==> src/rtl/select_best_hop_pkg.sv <==
// Shared constants, table layout and state encoding for the best-hop scanner.
// Latency: n/a (declarations only).
// Backpressure: n/a (declarations only).
package select_best_hop_pkg;

    localparam int WORD_WIDTH = 16;

    // Codes shared with the downstream action-selection stage
    localparam logic [WORD_WIDTH-1:0] SELF_CODE = 16'd300;
    localparam logic [WORD_WIDTH-1:0] NO_SINK   = 16'd65;

    // Neighbour entry layout: four consecutive words per entry
    localparam logic [WORD_WIDTH-1:0] OFF_ID      = 16'd0;
    localparam logic [WORD_WIDTH-1:0] OFF_Q       = 16'd1;
    localparam logic [WORD_WIDTH-1:0] OFF_CL      = 16'd2;
    localparam logic [WORD_WIDTH-1:0] OFF_FL      = 16'd3;
    localparam logic [WORD_WIDTH-1:0] ENTRY_WORDS = 16'd4;
    // The count word sits in front of entry 0
    localparam logic [WORD_WIDTH-1:0] COUNT_WORDS = 16'd1;

    localparam int SINK_BIT = 0;

    typedef enum logic [3:0] {
        WAIT_EN  = 4'd0,
        IDLE     = 4'd1,
        C_ADDR   = 4'd2,
        C_LATCH  = 4'd3,
        ID_ADDR  = 4'd4,
        ID_LATCH = 4'd5,
        Q_ADDR   = 4'd6,
        Q_LATCH  = 4'd7,
        CL_ADDR  = 4'd8,
        CL_LATCH = 4'd9,
        FL_ADDR  = 4'd10,
        FL_LATCH = 4'd11,
        DONE     = 4'd12
    } state_t;

endpackage

==> src/rtl/select_best_hop.sv <==
// Scans the neighbour table in memory, picks the best-Q next hop and first in-cluster sink.
// Latency: done rises 3 + 8*N_eff clock edges after start is sampled in IDLE.
// Backpressure: none; memory answers in a fixed 1 cycle, the round is paced by en/start/done.
module select_best_hop
    import select_best_hop_pkg::*;
#(
    parameter logic [WORD_WIDTH-1:0] TABLE_BASE    = 16'h010,
    parameter int                    MAX_NEIGHBORS = 16
) (
    input  logic                  clock,
    input  logic                  nrst,
    input  logic                  en,
    input  logic                  start,
    input  logic [WORD_WIDTH-1:0] mem_data_in,
    input  logic [WORD_WIDTH-1:0] my_q,
    input  logic [WORD_WIDTH-1:0] my_cluster_id,
    output logic [WORD_WIDTH-1:0] address,
    output logic [WORD_WIDTH-1:0] nexthop,
    output logic [WORD_WIDTH-1:0] nextsinks,
    output logic                  done
);

    localparam logic [WORD_WIDTH-1:0] MAX_N = WORD_WIDTH'(MAX_NEIGHBORS);

    state_t state, state_nxt;

    // Scan bookkeeping
    logic [WORD_WIDTH-1:0] entry_base, entry_base_nxt;
    logic [WORD_WIDTH-1:0] remaining, remaining_nxt;
    logic [WORD_WIDTH-1:0] cur_id, cur_id_nxt;
    logic [WORD_WIDTH-1:0] cur_q, cur_q_nxt;
    logic [WORD_WIDTH-1:0] cur_cl, cur_cl_nxt;
    logic [WORD_WIDTH-1:0] best_q, best_q_nxt;
    logic [WORD_WIDTH-1:0] best_id, best_id_nxt;
    logic [WORD_WIDTH-1:0] sink_id, sink_id_nxt;
    logic                  sink_found, sink_found_nxt;

    logic [WORD_WIDTH-1:0] address_nxt;
    logic [WORD_WIDTH-1:0] nexthop_nxt;
    logic [WORD_WIDTH-1:0] nextsinks_nxt;
    logic                  done_nxt;

    logic [WORD_WIDTH-1:0] eff_count;
    logic                  last_entry;
    logic                  better_q;
    logic                  sink_hit;

    // Count clamp is only meaningful in C_LATCH, where mem_data_in holds the count word
    assign eff_count  = (mem_data_in > MAX_N) ? MAX_N : mem_data_in;
    assign last_entry = (remaining == COUNT_WORDS);
    // Strict compare so ties keep the earlier entry and my_q itself never loses to an equal Q
    assign better_q   = (cur_q > best_q);
    // Only the first matching sink counts; mem_data_in holds the flags word in FL_LATCH
    assign sink_hit   = !sink_found && mem_data_in[SINK_BIT] && (cur_cl == my_cluster_id);

    // State register
    always_ff @(posedge clock) begin
        if (!nrst) begin
            state <= WAIT_EN;
        end else begin
            state <= state_nxt;
        end
    end

    // Next-state logic: one ADDR/LATCH pair per word, four words per entry
    always_comb begin
        state_nxt = state;
        unique case (state)
            WAIT_EN:  if (en) state_nxt = IDLE;
            IDLE:     if (start) state_nxt = C_ADDR;
            C_ADDR:   state_nxt = C_LATCH;
            C_LATCH:  state_nxt = (eff_count == '0) ? DONE : ID_ADDR;
            ID_ADDR:  state_nxt = ID_LATCH;
            ID_LATCH: state_nxt = Q_ADDR;
            Q_ADDR:   state_nxt = Q_LATCH;
            Q_LATCH:  state_nxt = CL_ADDR;
            CL_ADDR:  state_nxt = CL_LATCH;
            CL_LATCH: state_nxt = FL_ADDR;
            FL_ADDR:  state_nxt = FL_LATCH;
            FL_LATCH: state_nxt = last_entry ? DONE : ID_ADDR;
            DONE:     state_nxt = WAIT_EN;
            default:  state_nxt = WAIT_EN;
        endcase
    end

    // Output/datapath logic: next values of every register, keyed on the current state
    always_comb begin
        address_nxt    = address;
        nexthop_nxt    = nexthop;
        nextsinks_nxt  = nextsinks;
        done_nxt       = done;
        entry_base_nxt = entry_base;
        remaining_nxt  = remaining;
        cur_id_nxt     = cur_id;
        cur_q_nxt      = cur_q;
        cur_cl_nxt     = cur_cl;
        best_q_nxt     = best_q;
        best_id_nxt    = best_id;
        sink_id_nxt    = sink_id;
        sink_found_nxt = sink_found;
        unique case (state)
            WAIT_EN: begin
                if (en) done_nxt = 1'b0;
            end
            IDLE: begin
                if (start) address_nxt = TABLE_BASE;
            end
            C_LATCH: begin
                remaining_nxt  = eff_count;
                best_q_nxt     = my_q;
                best_id_nxt    = SELF_CODE;
                sink_id_nxt    = NO_SINK;
                sink_found_nxt = 1'b0;
                entry_base_nxt = TABLE_BASE + COUNT_WORDS;
                if (eff_count != '0) address_nxt = TABLE_BASE + COUNT_WORDS + OFF_ID;
            end
            ID_LATCH: begin
                cur_id_nxt  = mem_data_in;
                address_nxt = entry_base + OFF_Q;
            end
            Q_LATCH: begin
                cur_q_nxt   = mem_data_in;
                address_nxt = entry_base + OFF_CL;
            end
            CL_LATCH: begin
                cur_cl_nxt  = mem_data_in;
                address_nxt = entry_base + OFF_FL;
            end
            FL_LATCH: begin
                if (better_q) begin
                    best_q_nxt  = cur_q;
                    best_id_nxt = cur_id;
                end
                if (sink_hit) begin
                    sink_id_nxt    = cur_id;
                    sink_found_nxt = 1'b1;
                end
                if (!last_entry) begin
                    remaining_nxt  = remaining - COUNT_WORDS;
                    entry_base_nxt = entry_base + ENTRY_WORDS;
                    address_nxt    = entry_base + ENTRY_WORDS + OFF_ID;
                end
            end
            DONE: begin
                nexthop_nxt   = best_id;
                nextsinks_nxt = sink_id;
                done_nxt      = 1'b1;
            end
            default: ;
        endcase
    end

    // Datapath registers; reset discards any partial scan
    always_ff @(posedge clock) begin
        if (!nrst) begin
            address    <= '0;
            nexthop    <= SELF_CODE;
            nextsinks  <= NO_SINK;
            done       <= 1'b0;
            entry_base <= '0;
            remaining  <= '0;
            cur_id     <= '0;
            cur_q      <= '0;
            cur_cl     <= '0;
            best_q     <= '0;
            best_id    <= '0;
            sink_id    <= '0;
            sink_found <= 1'b0;
        end else begin
            address    <= address_nxt;
            nexthop    <= nexthop_nxt;
            nextsinks  <= nextsinks_nxt;
            done       <= done_nxt;
            entry_base <= entry_base_nxt;
            remaining  <= remaining_nxt;
            cur_id     <= cur_id_nxt;
            cur_q      <= cur_q_nxt;
            cur_cl     <= cur_cl_nxt;
            best_q     <= best_q_nxt;
            best_id    <= best_id_nxt;
            sink_id    <= sink_id_nxt;
            sink_found <= sink_found_nxt;
        end
    end

endmodule
==> config.mk <==
export PLATFORM = sky130hd
export DESIGN_NAME = select_best_hop
export DESIGN_NICKNAME = d
export VERILOG_FILES = /design/src/rtl/select_best_hop_pkg.sv /design/src/rtl/select_best_hop.sv
export SDC_FILE = /design/constraint.sdc
export NUM_CORES = 1
export LEC_CHECK = 0
export CAP_MARGIN = 10
export CORE_MARGIN = 4
export CORE_UTILIZATION = 46
export DETAILED_ROUTE_END_ITERATION = 12
export GPL_TIMING_DRIVEN = 0
export PLACE_DENSITY = 0.68
export RECOVER_POWER = 25
export SLEW_MARGIN = 15
export SYNTH_ARGS = -nofsm -noshare
export SYNTH_HDL_FRONTEND = slang
export SYNTH_SLANG_ARGS = --single-unit
export TNS_END_PERCENT = 10
==> constraint.sdc <==
create_clock -name clock -period 3 [get_ports clock]
set_input_delay 0.6 -clock clock [delete_from_list [all_inputs] [get_ports clock]]
set_output_delay 0.6 -clock clock [all_outputs]
set_load 0.02 [all_outputs]
After elaboration in Yosys (flattened, before gate mapping)
Index checks and enable logic that the tools add are counted.
{ "totals": {"elab_cells": 79, "regBits": 182, "out_inout_bits": 49} }
{ "op_classes": {"n_reduce_logical": 15, "muxes": 23, "add_sub_neg": 5, "n_lt_le_gt_ge": 2, "eq_ne": 20} }
{ "op_table": {"columns": ["op", "count"], "rows": [
  ["$pmux 16 s2", 5],
  ["$mux 16", 8],
  ["$pmux 16 s6", 1],
  ["$pmux 4 s12", 1],
  ["$add 16x2->16 const B", 2],
  ["$eq 4x4->1 const B", 5],
  ["$add 16x1->16 const B", 1],
  ["$add 16x3->16 const B", 1],
  ["$eq 16x1->1 const B", 1],
  ["$eq 16x16->1", 1],
  ["$eq 4x3->1 const B", 4],
  ["$gt 16x16->1", 1],
  ["$gt 16x5->1 const B", 1],
  ["$logic_not 16->1", 1],
  ["$mux 4", 4],
  ["$reduce_bool 16->1", 1],
  ["$sub 16x1->16 const B", 1],
  ["$ne 2x2->1 const B", 6],
  ["$reduce_and 2->1", 5],
  ["$eq 4x2->1 const B", 2],
  ["$reduce_bool 6->1", 1],
  ["$eq 4x1->1 const B", 1],
  ["$logic_not 4->1", 1],
  ["$pmux 1 s2", 2],
  ["5 further kinds", 8]
]} }

Depth between registers and ports, before layout
{ "depth": {"word_depth": 5, "depth_mapped": 10, "mapped_depth_nobuf": 8} }

Worst setup path after synthesis
OpenSTA, ideal clock, no wires.
{ "synth_path": {"path_type": "register -> register", "from": "register best_q[15]", "to": "register best_q[10]", "path_slack_ns": 0.657, "period_less_slack_ns": 2.343, "required_ns": 2.928, "n_path_buf": 2, "setup_ns": 0.072, "t_arrival_ns": 2.272, "stages_incl_launch_ff": 11, "cell_sequence": "dfxtp_1 -> inv_1 -> ha_1 -> nand4_2 -> nor3_1 -> or4_4 -> a211oi_2 -> o21a_1 -> buf_6 -> buf_12 -> mux2i_1"} }
{ "synth_via": {"elab_chain_len": 3} }
{ "synth_lines": {"columns": ["element", "line_no", "text"], "rows": [
  ["from (decl)", "select_best_hop.sv:33", "logic [WORD_WIDTH-1:0] best_q, best_q_nxt;"],
  ["from (signal assigned)", "select_best_hop.sv:179", "best_q <= best_q_nxt;"],
  ["$gt 16x16->1", "select_best_hop.sv:52", "assign better_q = (cur_q > best_q);"],
  ["$ne 2x2->1 (no line)", null, null],
  ["$reduce_and 2->1 (no line)", null, null]
]} }
Every way passes these cells.
A chain may end at the register's enable or synchronous reset.

Worst setup path in the final report
{ "layout_path": {"from": "register state[2]", "to": "register address[8]"} }
{ "layout_via": {"elab_chain_len": 3, "elab_cells_between_ends": 12, "classes_between": "eq/ne: 9; mux: 1; reduce/logical: 2"} }
{ "layout_lines": {"columns": ["element", "line_no", "text"], "rows": [
  ["from (decl)", "select_best_hop.sv:25", "state_t state, state_nxt;"],
  ["from (signal assigned)", "select_best_hop.sv:61", "state <= state_nxt;"],
  ["$eq 4x4->1, or another cell as far along", "select_best_hop.sv:101", "unique case (state)"],
  ["$reduce_bool 6->1 (no line) / $ne 2x2->1 (equally long branches)", null, null],
  ["$reduce_and 4->1 (no line)", null, null],
  ["to (signal assigned)", "select_best_hop.sv:170", "address <= address_nxt;"],
  ["to (decl)", "select_best_hop.sv:17", "output logic [WORD_WIDTH-1:0] address,"]
]} }
Parallel ways exist; a longest one is shown, timed or not.

==> metrics.cfg <==
[status]
status=finished clean

[die]
rows=49
start_util=0.474
fp.dieW_um=145
core_area_mm2=0.0183
dieHeight_um=145
num_io_pins=101
die_area_mm2=0.0211

[power_and_ir_drop]
power_density_mw_per_mm2=500
static-leakage-power_nw=3.81
ir_worst_vdd_v=0.000429
fin_total_pwr_mw=5.27

[sta]
holdWs_ns=0.451
fin_ws_ns=0.208
setup_viol=0
fmax_mhz=358
skew_ns=0.0107
finalHoldViolations=0
period_needed_ns=2.79
drv_slew=0
tightestPinTransition_ns=1.04
slew_headroom=0.303
rsz0062_at_grt=false
fin_crit_sh=0.931

[min_path]
min_to=nextsinks[2]
min_path_cells=2
hold_start=sink_id[2]
hp-class=reg2reg

[yosys]
syn_nets=1185
ys_seq_area_frac=0.418
ys.flop_type=dfxtp_1
netlist_area_mm2=0.00866
synth_edf_count=0
synth-seq-cells=181
ys_types=70
synth_cells=1113
yosys_warnings=0
syn_avg_cell_area_um2=7.78
synth-async-reset-ratio=0

[clock_tree]
cts_tree=built
clock_sinks=181
cts_made_buffers=17
clk_pin_slew_ns=0.07
cts_root_buf=clkbuf_16
clock_tree.buffer_depth=2
htreeDepth=4
clkLatencyLatePin_ns=0.45
holdBufCountCts=0
cts_setup_buffers=0

[global_route]
grt_first_pass_wirelength_um=42900
grt.total_usage=0.252
grt_max_degree=19
overflow=0
antenna_found_initial=0
grt_pass1_vias=7957

[routing]
vias_per_cell=5.78
wl_um=27400
drtPass1Iterations=5
initialDrtViolationCount=961
vias=8514
drt.antenna.violating_nets=0
drt-wirelength-per-cell_um=18.6
drc=0

[finish]
final_cell_area_mm2=0.0105
nets=1302
antenna_cells=0
fin_util=0.577
drive_above_1_share=0.0595
area_delta_synth_final_pct=21.7

[placed_design]
routabilityCongestion=0.946
placed_cell_area_mm2=0.00994
portBuffers=99
post-place-ws_ns=-0.0937
hpwl_um=19900

[setup_path]
arrival_ns=3.11
path_cells=nand4bb_1, buf_2, clkinvlp_4, ha_1, a21oi_1, nor3_1, a21oi_1, o22ai_1
end_kind=flip-flop
r2r-start=state[2]
r2r_cells=8
reg2reg_to=address[8]
cp-startpoint=state[2]
max_stage_delay_ns=0.47
cpMostUsedCell=a21oi_1
reg2reg_slack_ns=0.21
required_ns=3.32
slowest_stage=dfxtp_1
crit_type=reg2reg
start_kind=flip-flop
path_max_fanout=18

[run]
cap_violations=0

[layer usage]
layer	up-vias	share of wire	GRT usage
li1	4088	-	-
met1	3982	0.43	0.339
met2	384	0.46	0.411
met3	60	0.081	0.0480
met4	0	0.026	0.0802
met5	-	0	0
[cell type report]
| class | count | area [um^2] |
|---|---|---|
| Tap cell | 229 | 287 |
| Timing Repair Buffer | 99 | 991 |
| Multi-Input combinational cell | 810 | 4500 |
| Sequential cell | 181 | 3620 |
| Fill cell | 1746 | 7730 |
| Buffer | 80 | 369 |
| Clock inverter | 13 | 159 |
| Clock buffer | 19 | 453 |
| Inverter | 41 | 158 |
[where the power goes]
group / internal, mW / switching (mW) / leakage (nW)
Combinational: 0.183 / 0.283 / 2.05
Sequential: 2.43 / 0.0246 / 1.46
Clock: 1.30 / 1.04 / 0.301
Total: 3.92 / 1.35 / 3.81
[worst max path at each step]
| stage | end | depth (start not counted) | slack, ns |
|---|---|---|---|
| floorplan | best_q[10] | 10 | 0.66 |
| detailed placement | sink_id[2] | 6 | -0.09 |
| CTS | address[6] | 8 | 0.06 |
| global placement | sink_id[2] | 6 | -0.09 |
| finish | address[8] | 8 | 0.21 |
| global route | address[2] | 8 | 0.08 |
[layout by cell type, fill, tap and decap left out, types with 33 or more instances in the layout]
cell	Yosys	routed
a21oi_1	136	136
inv_1	40	40
mux2i_1	33	33
clkdlybuf4s50_1	0	60
clkbuf_1	54	55
dlygate4sd3_1	0	39
nand2_1	235	235
dfxtp_1	181	181
nand3_1	46	46
o21ai_0	43	43
nor2_1	78	78
[critical path: cells and delay by family (launching register included)]
kind	cells	cell delay, ns
adder cells (fa/ha/maj)	1	0.45
flip-flops	1	0.47
AO/OA/AOI/OAI	3	0.80
buffers and inverters	2	0.67
AND/OR/NAND/NOR	2	0.26
[sequential cells by signal, summed over array words and instances, names as in the netlist, 4 cells and up]
register and count:
cur_id 16, best_q 16, cur_cl 16, best_id 16, sink_id 16, nexthop 16
cur_q 16, remaining 16, nextsinks 16, address 16, entry_base 15, state 4
[cells by family after synthesis]
family | Yosys count | share of synthesized area
AND/OR/NAND/NOR | 477 | 0.253
buffers and inverters | 122 | 0.0620
multiplexers | 34 | 0.0394
XOR/XNOR | 23 | 0.0233
flip-flops | 181 | 0.418
adder cells (fa/ha/maj) | 20 | 0.0289
AO/OA/AOI/OAI | 256 | 0.175
[synth_stat cells, types with 3 or more instances]
| master | instances | area share |
|---|---|---|
| nand2_1 | 235 | 0.10 |
| dfxtp_1 | 181 | 0.42 |
| a21oi_1 | 136 | 0.079 |
| nor2_1 | 78 | 0.034 |
| clkbuf_1 | 54 | 0.023 |
| nand3_1 | 46 | 0.027 |
| o21ai_0 | 43 | 0.025 |
| inv_1 | 40 | 0.017 |
| mux2i_1 | 33 | 0.038 |
| or3_1 | 21 | 0.015 |
| ha_1 | 20 | 0.029 |
| nor3_1 | 18 | 0.010 |
| xor2_1 | 16 | 0.016 |
| nor4_1 | 15 | 0.011 |
| or2_2 | 13 | 0.0094 |
| nand4_1 | 11 | 0.0079 |
| a31oi_1 | 10 | 0.0072 |
| buf_1 | 10 | 0.0043 |
| buf_2 | 10 | 0.0058 |
| a311oi_1 | 9 | 0.0091 |
| a211oi_1 | 8 | 0.0069 |
| o22ai_1 | 8 | 0.0058 |
| xnor2_1 | 7 | 0.0071 |
| and3_1 | 6 | 0.0043 |
| o211ai_1 | 6 | 0.0052 |
| or2_0 | 6 | 0.0043 |
| a221oi_1 | 4 | 0.0040 |
| buf_6 | 4 | 0.0052 |
| o41ai_1 | 4 | 0.0040 |
| a22oi_1 | 3 | 0.0026 |
| nand2b_1 | 3 | 0.0022 |
| nand3b_1 | 3 | 0.0026 |
| nor2b_1 | 3 | 0.0022 |
| nor3b_1 | 3 | 0.0026 |
| o2111ai_1 | 3 | 0.0030 |
[per-stage QoR]
stage | std cells | setup TNS [ns]
after global placement | 1441 | -0.859
after floorplan | 1113 | 0
after CTS | 1472 | 0
after global routing | 1472 | 0
after detailed placement | 1441 | -0.927
final | 1472 | 0
[what timing repair did]
item,CTS,global route
setup endpoints to repair,1,7
resized for setup,0,1
hold endpoints to repair,0,0
Note: power is estimated with default switching activity, not from simulation.
